[config.mk]
export PLATFORM = sky130hd
export DESIGN_NAME = spi_controller_flat
export DESIGN_NICKNAME = d
export VERILOG_FILES = /design/src/rtl/spi_pkg.sv /design/src/rtl/spi_if.sv /design/src/rtl/spi_ctrl_timer.sv /design/src/rtl/spi_controller.sv /design/src/flat_wrapper.sv
export SDC_FILE = /design/constraint.sdc
export NUM_CORES = 1
export LEC_CHECK = 0
export ABC_CLOCK_PERIOD_IN_PS = 7300
export BUFFER_PORTS_ARGS = -buffer_cell sky130_fd_sc_hd__clkbuf_2
export CAP_MARGIN = 15
export CORE_UTILIZATION = 60
export DETAILED_ROUTE_END_ITERATION = 7
export GPL_TIMING_DRIVEN = 0
export PLACE_DENSITY = 0.84
export SETUP_SLACK_MARGIN = 0.02
export SLEW_MARGIN = 0
export SYNTH_ARGS = -nofsm -noshare
export SYNTH_HDL_FRONTEND = slang
export SYNTH_HIERARCHICAL = 1
export SYNTH_SLANG_ARGS = --single-unit
[constraint.sdc]
create_clock -name clk -period 7.3 [get_ports clk]
set_input_delay 0.73 -clock clk [delete_from_list [all_inputs] [get_ports clk]]
set_output_delay 0.73 -clock clk [all_outputs]
set_load 0.1 [all_outputs]
[src/rtl/spi_pkg.sv]
// Shared types and constants for the SPI initiator and its host-side interface.
package spi_pkg;
    localparam int FRAME_BITS = 16;
    localparam int ADDR_W     = 7;
    localparam int DATA_W     = 8;
    localparam logic RW_WRITE = 1'b1;

    typedef enum logic [2:0] {
        IDLE,
        SETUP,
        SHIFT,
        HOLD,
        GAP
    } state_t;

    // spi_peripheral register map
    localparam logic [ADDR_W-1:0] ADDR_EN_OUT_7_0  = 7'h00;
    localparam logic [ADDR_W-1:0] ADDR_EN_OUT_15_8 = 7'h01;
    localparam logic [ADDR_W-1:0] ADDR_EN_PWM_7_0  = 7'h02;
    localparam logic [ADDR_W-1:0] ADDR_EN_PWM_15_8 = 7'h03;
    localparam logic [ADDR_W-1:0] ADDR_PWM_DUTY    = 7'h04;

    function automatic int max2(input int a, input int b);
        return (a > b) ? a : b;
    endfunction
endpackage

[src/rtl/spi_if.sv]
// Host request handshake between the bring-up logic and the SPI initiator.
interface spi_if;
    import spi_pkg::*;

    logic              req_valid;
    logic              req_ready;
    logic              req_rw;
    logic [ADDR_W-1:0] req_addr;
    logic [DATA_W-1:0] req_data;
    logic              busy;
    logic              done;

    modport master (
        output req_valid, req_rw, req_addr, req_data,
        input  req_ready, busy, done
    );

    modport slave (
        input  req_valid, req_rw, req_addr, req_data,
        output req_ready, busy, done
    );
endinterface

[src/rtl/spi_ctrl_timer.sv]
// Loadable down-counter shared by all SPI phase and gap timing; holds at zero.
module spi_ctrl_timer #(
    parameter int W = 4
) (
    input  logic         clk,
    input  logic         rst,
    input  logic         load,
    input  logic [W-1:0] load_val,
    output logic         zero
);
    logic [W-1:0] count;

    always_ff @(posedge clk or posedge rst) begin
        if (rst) begin
            count <= '0;
        end else if (load) begin
            count <= load_val;
        end else if (count != '0) begin
            count <= count - 1'b1;
        end
    end

    assign zero = (count == '0);
endmodule

[src/rtl/spi_controller.sv]
// SPI mode-0 initiator: one 16-bit {rw,addr,data} frame per accepted request, MSB first.
// Optional read capture on CIPO is compiled in with `define SPI_CIPO_EN.
module spi_controller
    import spi_pkg::*;
#(
    parameter int CLK_DIV  = 4,
    parameter int CS_SETUP = 4,
    parameter int CS_HOLD  = 4,
    parameter int CS_IDLE  = 8
) (
    input  logic  clk,
    input  logic  rst,
    spi_if.slave  bus,
    output logic  sCLK,
    output logic  nCS,
    output logic  COPI
`ifdef SPI_CIPO_EN
    ,
    input  logic              CIPO,
    output logic [DATA_W-1:0] rd_data
`endif
);
    localparam int TMR_MAX = max2(max2(CLK_DIV, CS_SETUP), max2(CS_HOLD, CS_IDLE));
    localparam int TMR_W   = $clog2(TMR_MAX + 1);

    // Timer counts N-1 down to 0, so a phase lasts exactly N clk cycles.
    localparam logic [TMR_W-1:0] LD_DIV   = TMR_W'(CLK_DIV - 1);
    localparam logic [TMR_W-1:0] LD_SETUP = TMR_W'(CS_SETUP - 1);
    localparam logic [TMR_W-1:0] LD_HOLD  = TMR_W'(CS_HOLD - 1);
    localparam logic [TMR_W-1:0] LD_IDLE  = TMR_W'(CS_IDLE - 1);

    state_t                  state_q, state_d;
    logic                    phase_hi_q, phase_hi_d;
    logic [3:0]              bit_q, bit_d;
    logic [FRAME_BITS-1:0]   shift_q, shift_d;
    logic                    sclk_d, ncs_d, copi_d;
    logic                    done_q, done_d;
    logic                    tmr_load;
    logic [TMR_W-1:0]        tmr_val;
    logic                    tmr_zero;

    spi_ctrl_timer #(.W(TMR_W)) u_timer (
        .clk      (clk),
        .rst      (rst),
        .load     (tmr_load),
        .load_val (tmr_val),
        .zero     (tmr_zero)
    );

    always_comb begin
        state_d    = state_q;
        phase_hi_d = phase_hi_q;
        bit_d      = bit_q;
        shift_d    = shift_q;
        sclk_d     = sCLK;
        ncs_d      = nCS;
        copi_d     = COPI;
        done_d     = 1'b0;
        tmr_load   = 1'b0;
        tmr_val    = LD_DIV;
        case (state_q)
            IDLE: begin
                if (bus.req_valid) begin
                    state_d  = SETUP;
                    shift_d  = {bus.req_rw, bus.req_addr, bus.req_data};
                    bit_d    = 4'd0;
                    ncs_d    = 1'b0;
                    copi_d   = bus.req_rw;
                    tmr_load = 1'b1;
                    tmr_val  = LD_SETUP;
                end
            end
            SETUP: begin
                if (tmr_zero) begin
                    state_d    = SHIFT;
                    phase_hi_d = 1'b1;
                    sclk_d     = 1'b1;
                    tmr_load   = 1'b1;
                end
            end
            SHIFT: begin
                if (tmr_zero) begin
                    tmr_load = 1'b1;
                    if (phase_hi_q) begin
                        // Falling edge: present the next bit; the last bit stays put.
                        phase_hi_d = 1'b0;
                        sclk_d     = 1'b0;
                        if (bit_q != 4'd15) begin
                            shift_d = {shift_q[FRAME_BITS-2:0], shift_q[FRAME_BITS-1]};
                            copi_d  = shift_q[FRAME_BITS-2];
                        end
                    end else if (bit_q == 4'd15) begin
                        state_d = HOLD;
                        tmr_val = LD_HOLD;
                    end else begin
                        bit_d      = bit_q + 4'd1;
                        phase_hi_d = 1'b1;
                        sclk_d     = 1'b1;
                    end
                end
            end
            HOLD: begin
                if (tmr_zero) begin
                    state_d  = GAP;
                    ncs_d    = 1'b1;
                    copi_d   = 1'b0;
                    done_d   = 1'b1;
                    tmr_load = 1'b1;
                    tmr_val  = LD_IDLE;
                end
            end
            GAP: begin
                if (tmr_zero) begin
                    state_d = IDLE;
                end
            end
            default: state_d = IDLE;
        endcase
    end

    always_ff @(posedge clk or posedge rst) begin
        if (rst) begin
            state_q    <= IDLE;
            phase_hi_q <= 1'b0;
            bit_q      <= 4'd0;
            sCLK       <= 1'b0;
            nCS        <= 1'b1;
            COPI       <= 1'b0;
            done_q     <= 1'b0;
        end else begin
            state_q    <= state_d;
            phase_hi_q <= phase_hi_d;
            bit_q      <= bit_d;
            sCLK       <= sclk_d;
            nCS        <= ncs_d;
            COPI       <= copi_d;
            done_q     <= done_d;
        end
    end

    always_ff @(posedge clk) begin
        shift_q <= shift_d;
    end

    assign bus.req_ready = (state_q == IDLE) && !rst;
    assign bus.busy      = (state_q != IDLE);
    assign bus.done      = done_q;

`ifdef SPI_CIPO_EN
    logic [1:0]        cipo_sync;
    logic [DATA_W-1:0] rx_q;

    // Capture on the rising edges of bits 7..0 (bit counter 8..15).
    always_ff @(posedge clk or posedge rst) begin
        if (rst) begin
            cipo_sync <= 2'b00;
            rx_q      <= '0;
            rd_data   <= '0;
        end else begin
            cipo_sync <= {cipo_sync[0], CIPO};
            if (sclk_d && !sCLK && (bit_d >= 4'd8)) begin
                rx_q <= {rx_q[DATA_W-2:0], cipo_sync[1]};
            end
            if (done_d) begin
                rd_data <= rx_q;
            end
        end
    end
`endif
endmodule
[src/flat_wrapper.sv]
// flat-port wrapper written by rule: the top's interface ports become plain ports
module spi_controller_flat import spi_pkg::*;
#(
    parameter int CLK_DIV  = 4,
    parameter int CS_SETUP = 4,
    parameter int CS_HOLD  = 4,
    parameter int CS_IDLE  = 8
)
  (clk, rst, sCLK, nCS, COPI, bus_req_valid, bus_req_rw, bus_req_addr, bus_req_data, bus_req_ready, bus_busy, bus_done);
  spi_if bus_i ();
  input  logic clk;
  input  logic rst;
  output logic sCLK;
  output logic nCS;
  output logic COPI;
  input wire logic [$bits(bus_i.req_valid)-1:0] bus_req_valid;
  input wire logic [$bits(bus_i.req_rw)-1:0] bus_req_rw;
  input wire logic [$bits(bus_i.req_addr)-1:0] bus_req_addr;
  input wire logic [$bits(bus_i.req_data)-1:0] bus_req_data;
  output wire logic [$bits(bus_i.req_ready)-1:0] bus_req_ready;
  output wire logic [$bits(bus_i.busy)-1:0] bus_busy;
  output wire logic [$bits(bus_i.done)-1:0] bus_done;
  assign bus_i.req_valid = bus_req_valid;
  assign bus_i.req_rw = bus_req_rw;
  assign bus_i.req_addr = bus_req_addr;
  assign bus_i.req_data = bus_req_data;
  assign bus_req_ready = bus_i.req_ready;
  assign bus_busy = bus_i.busy;
  assign bus_done = bus_i.done;
  spi_controller #(.CLK_DIV(CLK_DIV), .CS_SETUP(CS_SETUP), .CS_HOLD(CS_HOLD), .CS_IDLE(CS_IDLE)) u_core (.clk(clk), .rst(rst), .bus(bus_i), .sCLK(sCLK), .nCS(nCS), .COPI(COPI));
endmodule
==> impl_metrics.env, run 1 <==
export IMPL_cp_required_ps=7350
export IMPL_hold_ws_ps=260
export IMPL_skew_ps=10.4
export IMPL_hold_class="in2async"
export IMPL_start_util=0.641
export IMPL_cts_tree="yes"
export IMPL_syn_to_final_growth_pct=13.7
export IMPL_cts_made_buffers=5
export IMPL_io_buffer_count=24
export IMPL_cap_violations=0
export IMPL_hold_viol=0
export IMPL_dp_cells=188
export IMPL_ys_seq_area_frac=0.545
export IMPL_cts_sinks=32
export IMPL_clk_pin_slew_ps=100
export IMPL_powerDensity_nw_per_um2=398
export IMPL_synth_seq_cells=32
export IMPL_rsz0062_at_grt="no"
export IMPL_die_w_um=53.9
export IMPL_synth_area_leaders="edfxtp_1, dfrtp_1, mux2_2, o21ai_0, nand2_1"
export IMPL_coreArea_um2=2520
export IMPL_multiInputGateArea_um2=681
export IMPL_n_antenna_cell=0
export IMPL_leakagePower_uw=0.000761
export IMPL_die_area_um2=2910
export IMPL_io_pins=25
export IMPL_outcome="finished clean"
export IMPL_drive_gt1_frac=0.367
export IMPL_worst_slew_pin_slew_ps=828
export IMPL_clock_latency_ps=340
export IMPL_row_count=18
export IMPL_synthArstFlopShare=0.500
export IMPL_wl_mm=2.94
export IMPL_antenna_found_initial=0
export IMPL_synth_avg_cell_area_um2=12.3
export IMPL_crit_arrival_ps=3040
export IMPL_synth_area_leader_cell="edfxtp_1"
export IMPL_drt_first_pass_iters=4
export IMPL_synthFlopType="edfxtp_1"
export IMPL_ant_nets=0
export IMPL_grt_pass1_wl_mm=4.44
export IMPL_clockBufferDepth=2
export IMPL_critical_path_max_fanout=9
export IMPL_nNetsFinal=186
export IMPL_drc=0
export IMPL_register_area_um2=882
export IMPL_vdd_drop_max_mv=0.360
export IMPL_track_usage=0.234
export IMPL_synth_edff_count=16
export IMPL_cts_root_buf="clkbuf_4"
export IMPL_yosys_warnings=6
export IMPL_fp_dieH_um=53.9
export IMPL_gp_congestion=0.817
export IMPL_synth_top_area_frac=0.297
export IMPL_path_class="reg2reg"
export IMPL_endpoint_kind="register"
export IMPL_wl_per_cell_um=15.0
export IMPL_cts_htree_levels=2
export IMPL_hold_buffers=0
export IMPL_grt_pass1_vias=1050
export IMPL_grt_max_degree=13
export IMPL_netlist_area_um2=1620
export IMPL_max_freq_ghz=0.335
export IMPL_cts_setup_buffers=0
export IMPL_grt_overflow_total=0
export IMPL_synth_cells=132
export IMPL_final_cells=196
export IMPL_setup_viol=0
export IMPL_initialDrtViolationCount=37
export IMPL_cts_resized=0
export IMPL_dp_hpwl_mm=2.14
export IMPL_num_vias=1132
export IMPL_ys_types=43
export IMPL_min_period_over_period=0.409
export IMPL_cp_start_kind="register"
export IMPL_nFillCells=181
export IMPL_maxSlewViolCount=0
export IMPL_tns_ps=0
export IMPL_max_slew_margin_rel=0.447
export IMPL_avgViaCountPerCell=5.78
export IMPL_min_period_ps=2990
-- synthesized netlist by cell type, types with 2 or more instances --
cell type and number:
nor2_1 6, buf_2 2, nor3_1 3, buf_4 2, nor3b_2 2, o21ai_0 9, ha_1 2, nand2_1 10
xnor2_1 3, mux2_2 19, a31oi_1 2, inv_1 5, dfrtp_1 15, edfxtp_1 16, nor3b_1 2, conb_1 2
a21oi_1 6
-- worst paths after layout --
check                                           to                     from  slack, ps  depth (start not counted)
setup / recovery                 u_core/shift_q[6]  u_core/u_timer/count[0]       4310                          7
max in group asynchronous               u_core/nCS                      rst       6560                          2
hold reg to reg                         u_core/nCS               u_core/nCS        490                          2
setup reg to reg                 u_core/shift_q[6]  u_core/u_timer/count[0]       4310                          7
hold / removal             u_core/u_timer/count[2]                      rst        260                          2
min in group clk                        u_core/nCS               u_core/nCS        490                          2
-- area by class of cell --
| type | count | area share |
|---|---|---|
| plain buffers | 6 | 0.0218 |
| clock buffers | 7 | 0.0245 |
| clock inverters | 1 | 0.00204 |
| inverters | 5 | 0.0102 |
| multi-input cells | 90 | 0.370 |
| flip-flops and latches | 32 | 0.480 |
| well taps | 30 | 0.0204 |
| repair buffers | 25 | 0.0714 |
-- per-stage QoR --
stage | power (µW) | utilization | cell area [µm²] | worst slack (ps)
3_3_place_gp | 617 | 0.705 | 1780 | 3620
5_1_grt | 773 | 0.729 | 1840 | 4110
2_1_floorplan | 569 | - | 1620 | 3770
3_5_place_dp | 641 | 0.710 | 1790 | 4360
6_report | 732 | 0.729 | 1840 | 4310
4_1_cts | 733 | 0.729 | 1840 | 4320
-- cells in the final DEF (no fill, tap or decap), drive strengths merged, types with 2 or more instances in the layout --
cell type	n
dfrtp	15
edfxtp	16
o21ai	9
a21oi	7
a31oi	2
nor2	6
xnor2	3
inv	5
ha	2
nand2	10
mux2	19
nor3b	5
nor3	3
conb	3
nand2b	2
buf	6
clkbuf	32
-- sequential cells by signal (all words and copies together), names as in the netlist --
name,cells
u_core/shift_q,16
u_core/bit_q,4
u_core/u_timer/count,4
u_core/state_q,3
u_core/COPI,1
u_core/bus.done,1
u_core/nCS,1
u_core/phase_hi_q,1
u_core/sCLK,1
-- cells by family (layout without fill, tap and decap cells) --
| family | Yosys count | after routing | synth area share |
|---|---|---|---|
| adder cells (fa/ha/maj) | 2 | 2 | 0.0155 |
| multiplexers | 20 | 20 | 0.138 |
| XOR/XNOR | 3 | 3 | 0.0162 |
| flip-flops | 32 | 32 | 0.545 |
| AND/OR/NAND/NOR | 37 | 37 | 0.145 |
| AO/OA/AOI/OAI | 25 | 25 | 0.0990 |
| other | 2 | 3 | 0.00464 |
| buffers and inverters | 11 | 44 | 0.0363 |
-- critical path, stage by stage, from the launching register on --
cell	delay [ps]
dfrtp_1	400
inv_1	100
ha_1	220
nor3b_4	400
nand2_1	220
a211oi_2	380
a21boi_1	740
buf_6	240
-- routing by layer --
metal | routed length, µm | track usage
met4 | 74 | 0.118
met5 | 0 | 0
met2 | 1460 | 0.391
met3 | 142 | 0.0847
met1 | 1260 | 0.261
-- where the power goes --
| part | internal (µW) | total, µW | switching (µW) |
|---|---|---|---|
| Combinational | 131 | 349 | 218 |
| Clock | 36.9 | 94.7 | 57.8 |
| Sequential | 253 | 289 | 36.1 |
Note: power is estimated with default switching activity, not from simulation.
==> run 2, diff against run 1 <==
--- a/config.mk
+++ b/config.mk
@@ -5,13 +5,13 @@
 export SDC_FILE = /design/constraint.sdc
 export NUM_CORES = 1
 export LEC_CHECK = 0
-export ABC_CLOCK_PERIOD_IN_PS = 7300
+export ABC_CLOCK_PERIOD_IN_PS = 2870
 export BUFFER_PORTS_ARGS = -buffer_cell sky130_fd_sc_hd__clkbuf_2
 export CAP_MARGIN = 15
-export CORE_UTILIZATION = 60
+export CORE_UTILIZATION = 55
 export DETAILED_ROUTE_END_ITERATION = 7
 export GPL_TIMING_DRIVEN = 0
-export PLACE_DENSITY = 0.84
+export PLACE_DENSITY = 0.78
 export SETUP_SLACK_MARGIN = 0.02
 export SLEW_MARGIN = 0
 export SYNTH_ARGS = -nofsm -noshare
==> constraint.sdc (replaced) <==
create_clock -name clk -period 2.87 [get_ports clk]
set_input_delay 0.287 -clock clk [delete_from_list [all_inputs] [get_ports clk]]
set_output_delay 0.287 -clock clk [all_outputs]
set_load 0.1 [all_outputs]
==> run 2 against run 1 <==
Utilization down 6.2 points. Design area up 0.95%. Critical path depth unchanged. First-iteration DRC count up 8.1%. Clock-buffer cell count unchanged. Maximum frequency up 12%. Combinational power rose to 2.5 times the previous value. Die area up 8.8%. Sequential cell count unchanged. Non-clock buffer count up 1. Total power rose to 2.5 times the previous value. Critical endpoint unchanged. Largest cell class unchanged.
==> impl_metrics.env, run 2 (synthesis results as in run 1) <==
export IMPL_outcome="finished clean"
export IMPL_avgViaCountPerCell=5.49
export IMPL_clk_pin_slew_ps=100
export IMPL_row_count=19
export IMPL_antenna_found_initial=0
export IMPL_leakagePower_uw=0.000765
export IMPL_powerDensity_nw_per_um2=999
export IMPL_crit_arrival_ps=2720
export IMPL_skew_ps=14.1
export IMPL_switching_share=0.421
export IMPL_largest_reg_flops=16
export IMPL_io_pins=25
export IMPL_wl_per_cell_um=14.5
export IMPL_initialDrtViolationCount=40
export IMPL_setup_viol=0
export IMPL_internal_power_uw=1070
export IMPL_die_w_um=56.2
export IMPL_fin_area_um2=1860
export IMPL_critical_path_top_delay_family="compound AO/OA/AOI/OAI gates"
export IMPL_cp_start_kind="register"
export IMPL_top_regs="u_core/shift_q: 16 flops, u_core/bit_q: 4 flops, u_core/u_timer/count: 4 flops"
export IMPL_hold_class="in2reg"
export IMPL_rsz0062_at_grt="no"
export IMPL_tns_ps=0
export IMPL_hold_ws_ps=239
export IMPL_clkPwrFrac=0.126
export IMPL_wl_mm=2.87
export IMPL_drt_first_pass_iters=4
export IMPL_grt_max_degree=13
export IMPL_cts_htree_levels=2
export IMPL_n_antenna_cell=0
export IMPL_dp_hpwl_mm=2.12
export IMPL_worst_slew_pin_slew_ps=544
export IMPL_layout_common_cells="clkbuf_2, mux2_2, edfxtp_1"
export IMPL_path_cells="inv_1, ha_1, nor3b_4, nand2_1, a211oi_2, a21boi_2, buf_6"
export IMPL_cts_root_buf="clkbuf_4"
export IMPL_regMostFlops="u_core/shift_q"
export IMPL_num_vias=1087
export IMPL_drc=0
export IMPL_vdd_drop_max_mv=0.836
export IMPL_min_period_over_period=0.932
export IMPL_gp_congestion=0.900
export IMPL_switching_power_uw=782
export IMPL_combPwrFrac=0.479
export IMPL_min_period_ps=2670
export IMPL_clockBufferDepth=2
export IMPL_cts_setup_buffers=0
export IMPL_grt_overflow_total=0
export IMPL_cp_num_buf_inv=2
export IMPL_path_class="reg2reg"
export IMPL_critical_path_max_fanout=9
export IMPL_coreArea_um2=2780
export IMPL_start_util=0.582
export IMPL_grt_pass1_vias=1122
export IMPL_endpoint_kind="register"
export IMPL_fin_util=0.668
export IMPL_hold_viol=0
export IMPL_die_area_um2=3160
export IMPL_slowest_stage="a21boi_2"
export IMPL_maxSlewViolCount=0
export IMPL_critPathMaxStageDelay_ps=470
export IMPL_clock_latency_ps=330
export IMPL_max_freq_ghz=0.374
export IMPL_placedInstanceArea_um2=1790
export IMPL_fp_dieH_um=56.2
export IMPL_cts_made_buffers=5
export IMPL_cap_violations=0
export IMPL_pre_cts_slack_ps=-10.6
export IMPL_drive_gt1_frac=0.377
export IMPL_io_buffer_count=24
export IMPL_ant_nets=0
export IMPL_final_common_cell="clkbuf_2"
export IMPL_cts_tree="yes"
export IMPL_grt_pass1_wl_mm=4.87
export IMPL_cp_required_ps=2910
export IMPL_max_slew_margin_rel=0.639
export IMPL_sequentialPowerShare=0.395
export IMPL_cts_sinks=32
export IMPL_syn_to_final_growth_pct=14.8
export IMPL_fin_ws_ps=195
export IMPL_nNetsFinal=187
export IMPL_track_usage=0.205
run 2: cell types whose count changed in the layout (fill, tap and decap cells not counted):
cell / previous run / this run
nor2_1: 6 / 5
dlygate4sd3_1: 0 / 1
a21boi_2: 0 / 1
nor2_2: 0 / 1
a21boi_1: 1 / 0
run 2: worst paths after layout:
kind                                          from                 endpoint  slack, ps  cells after the start
max                        u_core/u_timer/count[0]        u_core/shift_q[6]        200                      7
min                                     bus_req_rw              u_core/COPI        240                      3
max reg2reg                u_core/u_timer/count[0]        u_core/shift_q[6]        200                      7
min reg2reg                             u_core/nCS               u_core/nCS        500                      2
max in group asynchronous                      rst               u_core/nCS       1980                      3
min in group asynchronous                      rst  u_core/u_timer/count[3]        410                      3
run 2: layer usage:
layer / vias to the layer above / wire [µm] / GRT usage
li1: 546 / - / -
met1: 519 / 1260 / 0.247
met2: 20 / 1490 / 0.347
met3: 2 / 111 / 0.0698
met4: 0 / 8 / 0.0627
met5: - / 0 / 0
run 2: metrics by stage:
step,power [µW],instances
after detailed placement,1630,189
after CTS,1870,198
after global routing,1970,198
after floorplan,1450,133
after global placement,1570,188
final,1850,198
run 2: worst min-delay path, delay by kind of cell:
family | cells | cell delay (ps)
buffers and inverters | 1 | 90
AO/OA/AOI/OAI | 2 | 140
run 2: cell type report:
class,instances,area (µm²)
clock buffers,7,45.0
repair buffers,26,141
flip-flops and latches,32,882
plain buffers,6,40.0
multi-input cells,90,687
inverters,5,18.8
clock inverters,1,3.75
fillers,188,925
well taps,31,38.8
run 2: repair_timing:
action,in CTS,in global routing
setup endpoints to repair,9,0
resized for setup,1,0
hold buffers,1,0
hold endpoints to repair,15,0
run 2: power groups by stage:
stage | logic, µW | clock network, µW | registers [µW]
after floorplan | 590 | 0 | 858
after global placement | 838 | 0 | 736
after detailed placement | 885 | 0 | 740
after CTS | 891 | 244 | 732
after global routing | 960 | 261 | 748
final | 889 | 233 | 733
